$ cat config.mk
export PLATFORM = sky130hd
export DESIGN_NAME = bpu_btb
export DESIGN_NICKNAME = d
export VERILOG_FILES = /design/src/rtl/bpu_btb.sv
export SDC_FILE = /design/constraint.sdc
export NUM_CORES = 2
export LEC_CHECK = 0
export BUFFER_PORTS_ARGS = -buffer_cell sky130_fd_sc_hd__buf_2
export CAP_MARGIN = 15
export CORE_MARGIN = 2
export CORE_UTILIZATION = 40
export DETAILED_ROUTE_END_ITERATION = 7
export SYNTH_ARGS = -nofsm -noshare
export SYNTH_HDL_FRONTEND = slang
export SYNTH_SLANG_ARGS = --single-unit
$ cat constraint.sdc
create_clock -name i_clk -period 8.9 [get_ports i_clk]
set_clock_uncertainty 0.05 [all_clocks]
set_input_delay 1.335 -clock i_clk [delete_from_list [all_inputs] [get_ports i_clk]]
set_output_delay 1.335 -clock i_clk [all_outputs]
set_load 0.01 [all_outputs]
$ cat src/rtl/bpu_btb.sv
// Branch target buffer with per-entry saturating direction counters.
// Ports:
//   i_clk, i_rst_n                 clock, asynchronous active-low reset
//   i_if_pc                        fetch PC looked up this cycle
//   o_pred_taken, o_pred_target    combinational fetch-stage prediction
//   i_ex_*                         resolved instruction in EX plus the prediction it carried
//   i_stat_clr                     synchronous clear of the statistics counters
//   o_mispred, o_redirect_pc       combinational flush request and corrected fetch PC
//   o_ctrl                         EX holds a valid branch or jump
//   o_br_cnt, o_miss_cnt           saturating resolved-control / mispredict counters
module bpu_btb #(
  parameter int unsigned ENTRIES = 32,
  parameter int unsigned CTR_W   = 2,
  parameter int unsigned TAG_W   = 12,
  parameter int unsigned MODE    = 1
) (
  input  logic        i_clk,
  input  logic        i_rst_n,
  input  logic [31:0] i_if_pc,
  output logic        o_pred_taken,
  output logic [31:0] o_pred_target,
  input  logic        i_ex_vld,
  input  logic        i_ex_is_br,
  input  logic        i_ex_is_jmp,
  input  logic [31:0] i_ex_pc,
  input  logic        i_ex_taken,
  input  logic [31:0] i_ex_target,
  input  logic        i_ex_pred_taken,
  input  logic [31:0] i_ex_pred_target,
  input  logic        i_stat_clr,
  output logic        o_mispred,
  output logic [31:0] o_redirect_pc,
  output logic        o_ctrl,
  output logic [31:0] o_br_cnt,
  output logic [31:0] o_miss_cnt
);

  localparam int unsigned IDX_W = $clog2(ENTRIES);
  localparam bit          DYN   = (MODE != 0);
  localparam logic [CTR_W-1:0] CTR_MAX = '1;
  localparam logic [CTR_W-1:0] CTR_WT  = CTR_W'(2 ** (CTR_W - 1));
  localparam logic [CTR_W-1:0] CTR_WNT = CTR_W'(2 ** (CTR_W - 1) - 1);

  logic [ENTRIES-1:0] valid_q;
  logic [CTR_W-1:0]   ctr_q [ENTRIES];
  logic [TAG_W-1:0]   tag_q [ENTRIES];
  logic [31:0]        tgt_q [ENTRIES];

  logic [IDX_W-1:0] if_idx, ex_idx;
  logic [TAG_W-1:0] if_tag, ex_tag;
  logic             if_hit, ex_hit;
  logic             ex_ctrl, ex_act_taken;
  logic [31:0]      act_next, pred_next;

  // Fetch lookup: pure read of current table contents, no bypass from EX.
  assign if_idx        = i_if_pc[IDX_W+1:2];
  assign if_tag        = i_if_pc[IDX_W+TAG_W+1:IDX_W+2];
  assign if_hit        = DYN && valid_q[if_idx] && (tag_q[if_idx] == if_tag);
  assign o_pred_taken  = if_hit && ctr_q[if_idx][CTR_W-1];
  assign o_pred_target = if_hit ? tgt_q[if_idx] : i_if_pc + 32'd4;

  // EX resolution: compare the next-PC the instruction needs with the one fetch assumed.
  assign ex_idx        = i_ex_pc[IDX_W+1:2];
  assign ex_tag        = i_ex_pc[IDX_W+TAG_W+1:IDX_W+2];
  assign ex_hit        = valid_q[ex_idx] && (tag_q[ex_idx] == ex_tag);
  assign ex_ctrl       = i_ex_is_br | i_ex_is_jmp;
  assign ex_act_taken  = i_ex_is_jmp | (i_ex_is_br & i_ex_taken);
  assign act_next      = ex_act_taken ? i_ex_target : i_ex_pc + 32'd4;
  assign pred_next     = i_ex_pred_taken ? i_ex_pred_target : i_ex_pc + 32'd4;
  assign o_mispred     = i_ex_vld && (act_next != pred_next);
  assign o_redirect_pc = act_next;
  assign o_ctrl        = i_ex_vld & ex_ctrl;

  // Table update from EX; non-control hits are stale aliases and get dropped.
  always_ff @(posedge i_clk or negedge i_rst_n) begin
    if (!i_rst_n) begin
      valid_q <= '0;
      for (int i = 0; i < int'(ENTRIES); i++) begin
        ctr_q[i] <= CTR_WNT;
        tag_q[i] <= '0;
        tgt_q[i] <= '0;
      end
    end else if (DYN && i_ex_vld) begin
      if (ex_ctrl) begin
        if (ex_hit) begin
          if (ex_act_taken) begin
            if (ctr_q[ex_idx] != CTR_MAX) ctr_q[ex_idx] <= ctr_q[ex_idx] + CTR_W'(1);
            tgt_q[ex_idx] <= i_ex_target;
          end else if (ctr_q[ex_idx] != '0) begin
            ctr_q[ex_idx] <= ctr_q[ex_idx] - CTR_W'(1);
          end
        end else if (ex_act_taken) begin
          valid_q[ex_idx] <= 1'b1;
          tag_q[ex_idx]   <= ex_tag;
          tgt_q[ex_idx]   <= i_ex_target;
          ctr_q[ex_idx]   <= CTR_WT;
        end
      end else if (ex_hit) begin
        valid_q[ex_idx] <= 1'b0;
      end
    end
  end

  // Statistics: clear wins over increment, both counters stick at all-ones.
  always_ff @(posedge i_clk or negedge i_rst_n) begin
    if (!i_rst_n) begin
      o_br_cnt   <= '0;
      o_miss_cnt <= '0;
    end else if (i_stat_clr) begin
      o_br_cnt   <= '0;
      o_miss_cnt <= '0;
    end else begin
      if (o_ctrl && (o_br_cnt != 32'hFFFF_FFFF))      o_br_cnt   <= o_br_cnt + 32'd1;
      if (o_mispred && (o_miss_cnt != 32'hFFFF_FFFF)) o_miss_cnt <= o_miss_cnt + 32'd1;
    end
  end

endmodule
==> results.py <==
metrics = {
    "run_status": {
        "outcome": "finished, final reports clean",
    },
    "synth": {
        "synth.ff_latch_count": 1568,
        "synth.cell_area_mm2": 0.0790,
        "synth_area_per_cell_um2": 13.9,
        "yosysSeqAreaShare_pct": 49.7,
        "synth_common_cells": "1536 x dfrtp_1, 1352 x mux2_2, 495 x mux4_2",
        "syn-num-nets": 5827,
        "synth_top_area_share_pct": 48.6,
        "synth-edff-count": 0,
        "synthDistinctLibCells": 87,
        "synthFlopType": "dfrtp_1",
        "synth_cells": 5682,
        "async_flop_share_pct": 100,
        "synthTopCellsByArea": "dfrtp_1 49%, mux2_2 19%, mux4_2 14%, mux2i_1 2.6%, clkbuf_1 1.8%",
        "synth.most_common_cell": "dfrtp_1",
        "yosys_warnings": 0,
        "yosysTopAreaCell": "dfrtp_1",
    },
    "critical_path": {
        "required_ns": 7.52,
        "r2r_start": "tag_q[325]",
        "critPathLaunchType": "input pin",
        "path_class": "in -> out",
        "cp_max_fo": 62,
        "cp_cell_sequence": "buf_8, mux4_2, mux4_2, mux2i_1, xnor2_1, nor4_1, nand4_1, buf_4, o21ai_0, buf_2",
        "slowest_delay_ns": 0.96,
        "r2r_setup_slack_ns": 4.62,
        "cp_common_cell": "mux4_2",
        "cp.arrival_ns": 6.29,
        "timing.rr.end": "ctr_q[49]",
        "reg2reg_depth": 12,
        "slowest_stage": "o21ai_0",
        "cp-end-kind": "primary output",
    },
    "final_layout": {
        "nets": 5850,
        "syn_to_final_growth_pct": 12.1,
        "multiInputGateArea_mm2": 0.0377,
        "regArea_mm2": 0.0393,
        "fillers": 17400,
        "drive_gt1_share_pct": 44.3,
        "fin_cells": 8510,
    },
    "routing": {
        "drcViolationCount": 0,
        "num_vias": 51000,
        "firstDrtPassIters": 6,
        "detail-route-antenna-nets": 0,
        "wl_um": 254000,
        "first_iter_violations": 4286,
        "via_per_inst": 5.99,
        "routedWlPerCell_um": 29.8,
    },
    "clocking": {
        "cts-root-buf": "clkbuf_16",
        "cts_tree": "done",
        "clk_pin_slew_ns": 0.06,
        "clockBufferDepth": 3,
        "cts_post_setup_buffers_inserted": 0,
        "insertion_delay_ns": 0.83,
        "cts_resized": 0,
        "ctsHoldBuffers": 0,
        "cts_sinks": 1568,
        "numCtsBuffers": 168,
        "h-tree-depth": 4,
    },
    "grt": {
        "grt_max_degree": 167,
        "grt_overflow": 0,
        "grt_pass1_wl_um": 371000,
        "antenna_found_initial": 30,
        "grt_pass1_vias": 52400,
        "track_usage_pct": 25.3,
    },
    "pwr": {
        "ir_worst_vdd_v": 0.000143,
        "p_clk_share_pct": 37.2,
        "power_density_mw_per_mm2": 214,
        "switching_share_pct": 26.3,
        "p_comb_share_pct": 16.1,
        "power.switching_mw": 4.98,
        "intPower_mw": 13.9,
        "seqPwrFrac_pct": 46.6,
        "leakagePower_nw": 39.5,
    },
    "hold_path": {
        "holdPathStages": 2,
        "min-delay-start": "tgt_q[384]",
        "worstHoldEndpoint": "tgt_q[384]",
        "hp-class": "reg -> reg",
    },
    "sta": {
        "holdWs_ns": 0.423,
        "slew_violations": 0,
        "rsz0062_at_grt": "false",
        "max-slew-margin-rel_pct": 6.96,
        "setup_viol": 0,
        "final.setup.tns_ns": 0,
        "finalCritPeriodShare_pct": 86.2,
        "period_needed_ns": 7.67,
        "hold_viol": 0,
        "worst_slew_pin_slew_ns": 1.39,
        "layout_setup_ws_ns": 1.23,
        "max_freq_mhz": 130,
    },
    "place": {
        "dp_cells": 8174,
        "dp_hpwl_um": 155000,
        "io_buffers": 266,
        "routabilityCongestion": 0.911,
        "dp_worst_setup_slack_ns": 1.24,
    },
    "floorplan": {
        "fp.dieH_um": 448,
        "dieArea_mm2": 0.201,
        "coreArea_mm2": 0.197,
        "io_pins": 267,
        "rows": 163,
        "die_x_um": 448,
        "start_util_pct": 40.2,
    },
    "run": {
        "maxCapViolations": 0,
    },
}
## power by group through the flow
stage	registers, mW	clock network (mW)	logic (mW)
2_1_floorplan	8.71	0	2.23
6_report	8.82	7.05	3.05
5_1_grt	8.94	7.50	3.27
3_5_place_dp	8.92	0	3.06
4_1_cts	8.80	7.18	3.07
3_3_place_gp	8.86	0	2.99
## registers in the layout, indices dropped and copies added, names as in the netlist, named ones only
register,count
ctr_q,64
o_miss_cnt,32
o_br_cnt,32
tgt_q,1024
tag_q,384
## cell type report
class,count,area share (%)
diodes,34,0.0960
clock buffers,258,5.62
clock inverters,43,0.665
inverters,25,0.106
multi-input cells,3536,42.5
flip-flops and latches,1568,44.3
well taps,2640,3.73
repair buffers,406,2.91
## stage by stage
| step | util, % | total power, mW | instance area, um^2 |
|---|---|---|---|
| floorplan | - | 10.9 | 79000 |
| global placement | 42.1 | 11.8 | 82900 |
| detailed placement | 42.1 | 12.0 | 82900 |
| CTS | 45.0 | 19.0 | 88500 |
| global route | 45.0 | 19.7 | 88600 |
| finish | 45.0 | 18.9 | 88600 |
## kinds of logic (layout without fill, tap and decap cells)
kind of cell	after synthesis	count (layout)	share of synthesized area [%]
mux	2114	2114	36.9
compound gates	474	474	3.59
buf+inv	578	732	2.91
fa+ha+maj	9	9	0.143
xor+xnor	166	166	1.89
simple gates	773	773	4.91
flops	1568	1568	49.7
other cells	0	34	0
## worst max-delay path: cells and delay by family
family,cells,cell delay (ns)
AOI/OAI and AO/OA,1,0.96
muxes,3,1.54
buffers and inverters,3,1.18
xor gates and xnor gates,1,0.12
and+or+nand+nor,2,0.98
## worst max-delay path by stage
stage	from	to	slack, ns	cells after the start
floorplan	i_if_pc[3]	o_pred_target[11]	2.93	11
global placement	i_if_pc[2]	o_pred_target[19]	1.19	12
detailed placement	i_if_pc[2]	o_pred_target[19]	1.24	12
CTS	i_if_pc[2]	o_pred_target[19]	1.22	12
global route	i_if_pc[2]	o_pred_target[19]	1.13	11
finish	i_if_pc[2]	o_pred_target[14]	1.23	10
## per-layer routing
metal  GRT usage (%)  wire length (um)  vias up
met5               0                57        -
met4            13.6             14500        8
met3            3.87             13200      568
met2            41.9            124000     1700
met1            32.1            102000    27400
li1                -                 -    21300
## placed cells by master (no fill, tap or decap), types with 22 or more instances in the layout
cell,count
o22ai_1,91
dfstp_2,32
a211oi_1,24
a21oi_1,66
nand4_1,53
mux2_1,57
nor4_1,40
or3_1,29
xor2_1,85
inv_1,25
buf_4,131
mux4_2,495
dfrtp_1,1536
mux2_2,1352
nand2_1,237
o21ai_0,202
nand3_1,64
xnor2_1,77
clkinv_2,22
nor2b_1,41
clkbuf_16,170
diode_2,34
nor2_1,161
mux2i_1,209
buf_2,258
nor3_1,24
clkbuf_8,40
clkbuf_1,49
Power figures use the tool's default switching activity.
